===== src/rtl/color_round_ctrl.sv =====
// One colour-assignment round: draws a non-black ball colour, NUM_PLATS-1 distractors
// and the slot that carries the ball, using a free-running LFSR with bounded retries.
module color_round_ctrl #(
    parameter int          COLOR_W   = 3,
    parameter int          NUM_PLATS = 4,
    parameter logic [15:0] LFSR_SEED = 16'hACE1,
    parameter int          MAX_TRIES = 8
) (
    input  logic                           clk,
    input  logic                           reset,
    input  logic                           start,
    input  logic                           seed_load,
    input  logic [15:0]                    seed_in,
    input  logic                           force_rnd_en,
    input  logic [15:0]                    force_rnd,
    output logic                           busy,
    output logic                           done,
    output logic [COLOR_W-1:0]             ball_color,
    output logic [NUM_PLATS*COLOR_W-1:0]   plat_colors,
    output logic [$clog2(NUM_PLATS)-1:0]   match_slot
);

    localparam int SLOT_W   = $clog2(NUM_PLATS);
    localparam int NUM_DIST = NUM_PLATS - 1;
    localparam int IDX_W    = (NUM_DIST > 1) ? $clog2(NUM_DIST) : 1;
    localparam int TRY_W    = $clog2(MAX_TRIES + 1);
    localparam int NCOL     = (1 << COLOR_W) - 1;

    typedef enum logic [2:0] {IDLE, BALL, PLAT, SLOT, DONE} state_t;

    state_t                            state_reg, state_next;
    logic [15:0]                       lfsr_reg, lfsr_next;
    logic [TRY_W-1:0]                  tries_reg, tries_next;
    logic [IDX_W-1:0]                  idx_reg, idx_next;
    logic [COLOR_W-1:0]                ball_reg, ball_next;
    logic [NUM_DIST-1:0][COLOR_W-1:0]  dist_reg, dist_next;
    logic [COLOR_W-1:0]                ball_color_reg, ball_color_next;
    logic [NUM_PLATS*COLOR_W-1:0]      plat_colors_reg, plat_colors_next;
    logic [SLOT_W-1:0]                 match_slot_reg, match_slot_next;

    logic [15:0]          rnd;
    logic [COLOR_W-1:0]   cand;
    logic [SLOT_W-1:0]    slot_sel;
    logic                 last_try;
    logic                 plat_accept;
    logic [COLOR_W:0]     fb_sum;
    logic [COLOR_W:0]     fb_mod;
    logic [COLOR_W-1:0]   plat_fallback;
    logic [NUM_PLATS*COLOR_W-1:0] plat_assembled;
    logic                 lfsr_fb;
    logic                 unused_rnd_hi;

    assign rnd           = force_rnd_en ? force_rnd : lfsr_reg;
    assign cand          = rnd[COLOR_W-1:0];
    assign slot_sel      = rnd[SLOT_W-1:0];
    assign unused_rnd_hi = ^rnd[15:COLOR_W];
    assign last_try      = (tries_reg == TRY_W'(MAX_TRIES - 1));
    assign plat_accept   = (cand != '0) && (cand != ball_reg);

    // Fallback ((ball+k) mod NCOL)+1: sum stays below 2*NCOL, so one conditional subtract suffices.
    assign fb_sum        = {1'b0, ball_reg} + (COLOR_W+1)'(idx_reg);
    assign fb_mod        = (fb_sum >= (COLOR_W+1)'(NCOL)) ? fb_sum - (COLOR_W+1)'(NCOL) : fb_sum;
    assign plat_fallback = COLOR_W'(fb_mod + (COLOR_W+1)'(1));

    assign lfsr_fb = lfsr_reg[0] ^ lfsr_reg[2] ^ lfsr_reg[3] ^ lfsr_reg[5];

    always_comb begin
        if (seed_load) begin
            lfsr_next = (seed_in == 16'd0) ? LFSR_SEED : seed_in;
        end else begin
            lfsr_next = {lfsr_fb, lfsr_reg[15:1]};
        end
    end

    // Ball goes into slot slot_sel; distractors fill the other slots in ascending order.
    generate
        for (genvar gi = 0; gi < NUM_PLATS; gi++) begin : g_slot
            if (gi == 0) begin : g_first
                assign plat_assembled[gi*COLOR_W +: COLOR_W] =
                    (slot_sel == SLOT_W'(gi)) ? ball_reg : dist_reg[gi];
            end else if (gi == NUM_PLATS - 1) begin : g_last
                assign plat_assembled[gi*COLOR_W +: COLOR_W] =
                    (slot_sel == SLOT_W'(gi)) ? ball_reg : dist_reg[gi-1];
            end else begin : g_mid
                assign plat_assembled[gi*COLOR_W +: COLOR_W] =
                    (slot_sel == SLOT_W'(gi)) ? ball_reg :
                    (slot_sel <  SLOT_W'(gi)) ? dist_reg[gi-1] : dist_reg[gi];
            end
        end
    endgenerate

    always_comb begin
        state_next       = state_reg;
        tries_next       = tries_reg;
        idx_next         = idx_reg;
        ball_next        = ball_reg;
        dist_next        = dist_reg;
        ball_color_next  = ball_color_reg;
        plat_colors_next = plat_colors_reg;
        match_slot_next  = match_slot_reg;
        case (state_reg)
            IDLE: begin
                if (start) begin
                    state_next = BALL;
                    tries_next = '0;
                end
            end
            BALL: begin
                if (cand != '0 || last_try) begin
                    ball_next  = (cand != '0) ? cand : '1;
                    tries_next = '0;
                    idx_next   = '0;
                    state_next = PLAT;
                end else begin
                    tries_next = tries_reg + TRY_W'(1);
                end
            end
            PLAT: begin
                if (plat_accept || last_try) begin
                    dist_next[idx_reg] = plat_accept ? cand : plat_fallback;
                    tries_next         = '0;
                    if (idx_reg == IDX_W'(NUM_DIST - 1)) begin
                        state_next = SLOT;
                    end else begin
                        idx_next = idx_reg + IDX_W'(1);
                    end
                end else begin
                    tries_next = tries_reg + TRY_W'(1);
                end
            end
            SLOT: begin
                match_slot_next  = slot_sel;
                plat_colors_next = plat_assembled;
                ball_color_next  = ball_reg;
                state_next       = DONE;
            end
            DONE: begin
                state_next = IDLE;
            end
            default: begin
                state_next = IDLE;
            end
        endcase
    end

    always_ff @(posedge clk) begin
        if (reset) begin
            state_reg       <= IDLE;
            lfsr_reg        <= LFSR_SEED;
            tries_reg       <= '0;
            idx_reg         <= '0;
            ball_reg        <= '0;
            dist_reg        <= '0;
            ball_color_reg  <= '0;
            plat_colors_reg <= '0;
            match_slot_reg  <= '0;
        end else begin
            state_reg       <= state_next;
            lfsr_reg        <= lfsr_next;
            tries_reg       <= tries_next;
            idx_reg         <= idx_next;
            ball_reg        <= ball_next;
            dist_reg        <= dist_next;
            ball_color_reg  <= ball_color_next;
            plat_colors_reg <= plat_colors_next;
            match_slot_reg  <= match_slot_next;
        end
    end

    assign busy        = (state_reg != IDLE);
    assign done        = (state_reg == DONE);
    assign ball_color  = ball_color_reg;
    assign plat_colors = plat_colors_reg;
    assign match_slot  = match_slot_reg;

endmodule


===== config.mk =====
export PLATFORM = sky130hd
export DESIGN_NAME = color_round_ctrl
export DESIGN_NICKNAME = d
export VERILOG_FILES = /design/src/rtl/color_round_ctrl.sv
export SDC_FILE = /design/constraint.sdc
export NUM_CORES = 1
export LEC_CHECK = 0
export BUFFER_PORTS_ARGS = -buffer_cell sky130_fd_sc_hd__buf_2
export CORE_MARGIN = 2
export CORE_UTILIZATION = 40
export CTS_CLUSTER_DIAMETER = 150
export DETAILED_ROUTE_END_ITERATION = 8
export GPL_TIMING_DRIVEN = 1
export HOLD_SLACK_MARGIN = 0.1
export PLACE_DENSITY_LB_ADDON = 0.12
export SYNTH_ARGS = -nofsm -noshare
export SYNTH_HDL_FRONTEND = slang
export SYNTH_SLANG_ARGS = --single-unit

===== constraint.sdc =====
create_clock -name clk -period 8.5 [get_ports clk]
set_clock_uncertainty 0.2 [all_clocks]
set_input_delay 0.425 -clock clk [delete_from_list [all_inputs] [get_ports clk]]
set_output_delay 0.425 -clock clk [all_outputs]
set_load 0.02 [all_outputs]

==> results of run 1 <==
## synth_stat cells (all sizes together) (8+ instances only)
master   n
o31ai   14
buf      8
nand3    8
o22ai    9
dfxtp   54
a211oi  11
o21ai   12
mux2i   19
ha       8
a21oi   34
nand2   40
clkbuf  13
nor2    32
## through the flow
step | setup WS, ns | cells | total power, mW
after floorplan | 5.43 | 332 | 0.351
after global placement | 4.79 | 454 | 0.375
after detailed placement | 4.76 | 454 | 0.376
after CTS | 4.73 | 462 | 0.550
after global routing | 4.47 | 462 | 0.569
final | 4.76 | 462 | 0.539
## cell families (layout without fill, tap and decap cells)
family	count (synthesis)	in the layout	share of synthesized area
AO/OA/AOI/OAI	106	106	0.251
AND/OR/NAND/NOR	107	107	0.175
adder cells (fa/ha/maj)	9	9	0.0410
XOR/XNOR	9	9	0.0462
flip-flops	54	54	0.369
multiplexers	19	19	0.0778
buffers and inverters	28	59	0.0402
## final timing paths
path	startpoint	endpoint	slack, ns	cells after the start
setup / recovery	ball_reg[0]	dist_reg[2]	4.76	11
hold / removal	seed_in[7]	lfsr_reg[7]	0.15	3
setup reg to reg	ball_reg[0]	dist_reg[2]	4.76	11
hold reg to reg	plat_colors[7]	plat_colors[7]	0.26	2
## worst min-delay path, stage by stage
cell and delay [ns]:
buf_2 0.09, o22ai_1 0.05, nand2_1 0.06
## metal layers
| layer | routed length, µm | GRT usage | vias up |
|---|---|---|---|
| met4 | 31 | 0.0326 | 0 |
| met3 | 136 | 0.0305 | 4 |
| met2 | 3030 | 0.273 | 21 |
| met5 | 0 | 0 | - |
| met1 | 3320 | 0.250 | 1156 |
| li1 | - | - | 1285 |
## where the power goes
group,internal [mW],switching [mW]
clock,0.0880,0.0813
combinational,0.0371,0.0565
sequential,0.264,0.0128
## layout make-up
class                      count  share of cell area
multi-input combinational    250               0.525
sequential                    54               0.328
timing repair buffer          44              0.0683
tap                           99              0.0376
clock buffer                   6              0.0220
clock inverter                 2              0.0114
inverter                       7             0.00797
==> flow_metrics.py, run 1 <==
metrics = {
    "status": {
        "status": "finished, final reports clean",
    },
    "routing": {
        "avgRoutedWirePerCell_um": 14.1,
        "dr_total_vias": 2466,
        "drtIter0Drc": 114,
        "antenna_left": 0,
        "drc": 0,
        "wl_mm": 6.52,
        "avgViaCountPerCell": 5.34,
        "firstDrtPassIters": 4,
    },
    "cells_and_area": {
        "drive_above_1_share": 0.196,
        "areaGrowthSynthToFinish_pct": 12.6,
        "multiInputGateArea_mm2": 0.00173,
        "layout_common_cells": "dfxtp_1 (54), buf_2 (42), nand2_1 (40)",
        "final_util": 0.459,
        "final_area_mm2": 0.00330,
        "ff_latch_area_mm2": 0.00108,
        "final_common_cell": "dfxtp_1",
        "diodes": 0,
        "nNetsFinal": 408,
        "largest_reg_flops": 16,
        "n_fill_cell": 728,
    },
    "critical_path": {
        "cp_cell_sequence": "ha_1, fa_1, ha_1, nand2b_1, a21oi_1, or3_1, nand2_1, ha_1, or3b_2, a31oi_1, a21oi_1",
        "crit_family": "adder cells",
        "required_ns": 8.48,
        "max_stage_delay_ns": 0.70,
        "crit_path_end_kind": "register",
        "crit_path_frequent_cell": "ha_1",
        "critPathArrivalTime_ns": 3.72,
        "startpoint_type": "register",
        "crit_type": "reg -> reg",
        "crit_buf_inv": 0,
        "cpMaxStageDelayCell": "dfxtp_1",
        "path_max_fanout": 9,
    },
    "sta": {
        "fmax_mhz": 267,
        "fin_crit_ns": 3.74,
        "drv_slew": 0,
        "finalHoldViolations": 0,
        "tns_ns": 0,
        "rsz0062_at_grt": "false",
        "setup_viol": 0,
        "min_period_over_period": 0.440,
        "worst_pin_slew_ns": 0.751,
        "whs_ns": 0.151,
        "relSlewSlack": 0.489,
    },
    "power_and_ir_drop": {
        "ir_drop_mv": 0.0679,
        "powerDensity_mw_per_mm2": 164,
        "power.leakage_nw": 1.32,
    },
    "floorplanning": {
        "initial_core_util": 0.408,
        "coreArea_mm2": 0.00718,
        "die_w_um": 89.6,
        "fp-row-count": 31,
        "fp.dieArea_mm2": 0.00802,
        "dieHeight_um": 89.6,
        "ioPinCount": 56,
    },
    "yosys": {
        "yosys.area.top_type_share": 0.369,
        "syn_inst": 332,
        "synth.largest_area_cell": "dfxtp_1",
        "ys.flop_type": "dfxtp_1",
        "syn_nets": 378,
        "ys_seq_area_frac": 0.369,
        "ys_types": 55,
        "yosys_warnings": 0,
        "synth_edf_count": 0,
        "synth-seq-cells": 54,
        "syn_area_per_cell_um2": 8.82,
        "ys_async_sr_fraction": 0,
        "synthesis.area_mm2": 0.00293,
        "synth.area.top_cells": "dfxtp_1 (37%), a21oi_1 (5.8%), mux2i_1 (5.5%)",
    },
    "global_routing": {
        "first_global_vias": 2237,
        "antenna_found_initial": 0,
        "grt_max_degree": 39,
        "overflow": 0,
        "grt_use_total": 0.173,
        "grt_pass1_wl_mm": 11.0,
    },
    "place": {
        "portBuffers": 42,
        "gp_congestion": 0.805,
        "dpl_cell_area_mm2": 0.00319,
        "hpwl_mm": 4.85,
    },
    "cts": {
        "htreeDepth": 2,
        "cts_buffers": 5,
        "cts_hold_buf": 0,
        "cts_buffer_depth": 2,
        "cts_tree": "done",
        "cts_num_sinks": 54,
        "post_cts_buffers": 0,
        "clock_latency_ns": 0.30,
        "ctsResizeCount": 0,
        "cts.reportedPaths.clkPinSlew_ns": 0.09,
        "cts_root_buf": "clkbuf_8",
    },
    "min_path": {
        "hold_class": "in -> reg",
    },
    "flow_run": {
        "cap_viol_max_count": 0,
    },
}
Note: power is estimated with default switching activity, not from simulation.
==> inputs of run 2 (changes only) <==
==> constraint.sdc (replaced) <==
create_clock -name clk -period 3.9 [get_ports clk]
set_clock_uncertainty 0.2 [all_clocks]
set_input_delay 0.195 -clock clk [delete_from_list [all_inputs] [get_ports clk]]
set_output_delay 0.195 -clock clk [all_outputs]
set_load 0.02 [all_outputs]
==> flow_metrics.py, run 2 (same netlist as run 1, synthesis figures left out) <==
metrics = {
    "power_and_ir_drop": {
        "p_clk_frac": 0.289,
        "pwr-share-comb": 0.200,
        "ir_drop_mv": 0.143,
        "netSwitchingFraction": 0.298,
        "intPower_mw": 0.817,
        "p_seq_frac": 0.511,
        "power.leakage_nw": 1.41,
        "powerDensity_mw_per_mm2": 334,
        "switchingPower_mw": 0.346,
    },
    "sta": {
        "fin_crit_ns": 3.33,
        "tns_ns": 0,
        "drv_slew": 0,
        "relSlewSlack": 0.480,
        "min_period_over_period": 0.853,
        "finalHoldViolations": 0,
        "rsz0062_at_grt": "false",
        "fmax_mhz": 301,
        "setup_viol": 0,
        "worst_pin_slew_ns": 0.764,
    },
    "global_routing": {
        "first_global_vias": 2365,
        "antenna_found_initial": 0,
        "grt_max_degree": 38,
        "grt_use_total": 0.187,
        "overflow": 0,
        "grt_pass1_wl_mm": 11.5,
    },
    "critical_path": {
        "cpMaxStageDelayCell": "fa_1",
        "path_max_fanout": 5,
        "crit_family": "adder cells",
        "critPathArrivalTime_ns": 3.32,
        "crit_path_frequent_cell": "ha_1",
        "startpoint_type": "register",
        "cp_cell_sequence": "ha_1, fa_1, ha_1, nand2b_1, a21oi_1, or3_1, nand2_1, ha_1, or3b_2, a31oi_1, a21oi_1",
        "required_ns": 3.89,
        "crit_path_end_kind": "register",
        "crit_buf_inv": 0,
        "max_stage_delay_ns": 0.46,
        "crit_type": "reg -> reg",
    },
    "cts": {
        "ctsResizeCount": 0,
        "cts_buffers": 5,
        "cts_root_buf": "clkbuf_8",
        "cts_hold_buf": 17,
        "post_cts_buffers": 0,
        "cts_buffer_depth": 2,
        "cts_num_sinks": 54,
        "htreeDepth": 2,
        "cts_tree": "done",
        "cts.reportedPaths.clkPinSlew_ns": 0.10,
        "clock_latency_ns": 0.31,
    },
    "cells_and_area": {
        "diodes": 0,
        "final_util": 0.486,
        "final_common_cell": "dfxtp_1",
        "nNetsFinal": 429,
        "drive_above_1_share": 0.198,
        "n_fill_cell": 715,
        "layout_common_cells": "dfxtp_1 (54), buf_2 (42), nand2_1 (40)",
        "largest_reg_flops": 16,
        "areaGrowthSynthToFinish_pct": 19.0,
    },
    "floorplanning": {
        "dieHeight_um": 89.6,
        "fp.dieArea_mm2": 0.00802,
        "die_w_um": 89.6,
        "coreArea_mm2": 0.00718,
        "fp-row-count": 31,
        "initial_core_util": 0.408,
        "ioPinCount": 56,
    },
    "routing": {
        "firstDrtPassIters": 4,
        "drc": 0,
        "wl_met1_mm": 3.26,
        "avgRoutedWirePerCell_um": 14.4,
        "avgViaCountPerCell": 5.42,
        "met3WireLength_um": 259,
        "dr_total_vias": 2616,
        "wl_mm": 6.95,
        "highest_layer": "met4",
        "antenna_left": 0,
        "wl_met2_mm": 3.31,
        "drtIter0Drc": 122,
    },
    "flow_run": {
        "cap_viol_max_count": 0,
    },
    "min_path": {
        "hold_class": "in -> reg",
    },
    "place": {
        "gp_congestion": 0.752,
        "portBuffers": 42,
        "hpwl_mm": 4.83,
    },
    "status": {
        "status": "finished, final reports clean",
    },
}
run 2: final cells by class:
class                           instances  area [µm²]  share of cell area
Multi-Input combinational cell        250        1730               0.496
Sequential cell                        54        1080               0.310
Timing Repair Buffer                   65         425               0.122
Tap cell                               99         124              0.0355
Clock buffer                            6        82.6              0.0237
Inverter                                7        26.3             0.00754
Clock inverter                          2        16.3             0.00467
run 2: final timing paths:
check | slack, ns | startpoint | endpoint | cells after the start
min | 0.18 | seed_load | lfsr_reg[12] | 3
max | 0.57 | idx_reg[0] | dist_reg[5] | 11
max reg2reg | 0.57 | idx_reg[0] | dist_reg[5] | 11
min reg2reg | 0.26 | plat_colors[7] | plat_colors[7] | 2
run 2: per-stage QoR:
stage                     total power, mW  worst slack [ns]  cell area (µm²)  hold slack, ns  cells
after floorplan                     0.766             0.835             2930           0.119    332
after global placement              0.824             0.654             3220           0.223    458
after global routing                 1.23             0.340             3480           0.196    483
final                                1.16             0.573             3480           0.180    483
after detailed placement            0.826             0.583             3220           0.234    458
after CTS                            1.18             0.570             3480           0.166    483
run 2: power groups by stage:
stage	Clock, mW	Combinational, mW	Sequential [mW]
floorplan	0	0.163	0.603
global placement	0	0.217	0.607
detailed placement	0	0.219	0.608
CTS	0.351	0.232	0.595
global route	0.369	0.257	0.599
finish	0.336	0.232	0.595
run 2: worst reg2reg max path: cells and delay by family, from the launching register on:
| family | cells | cell delay (ns) |
|---|---|---|
| AOI/OAI and AO/OA | 3 | 0.48 |
| adders and majority gates | 4 | 1.10 |
| and+or+nand+nor | 4 | 1.00 |
| DFF | 1 | 0.43 |
run 2: routing by layer:
metal / up-vias / global-route usage
li1: 1323 / -
met3: 11 / 0.0360
met1: 1220 / 0.246
met5: - / 0
met4: 0 / 0.0638
met2: 62 / 0.305
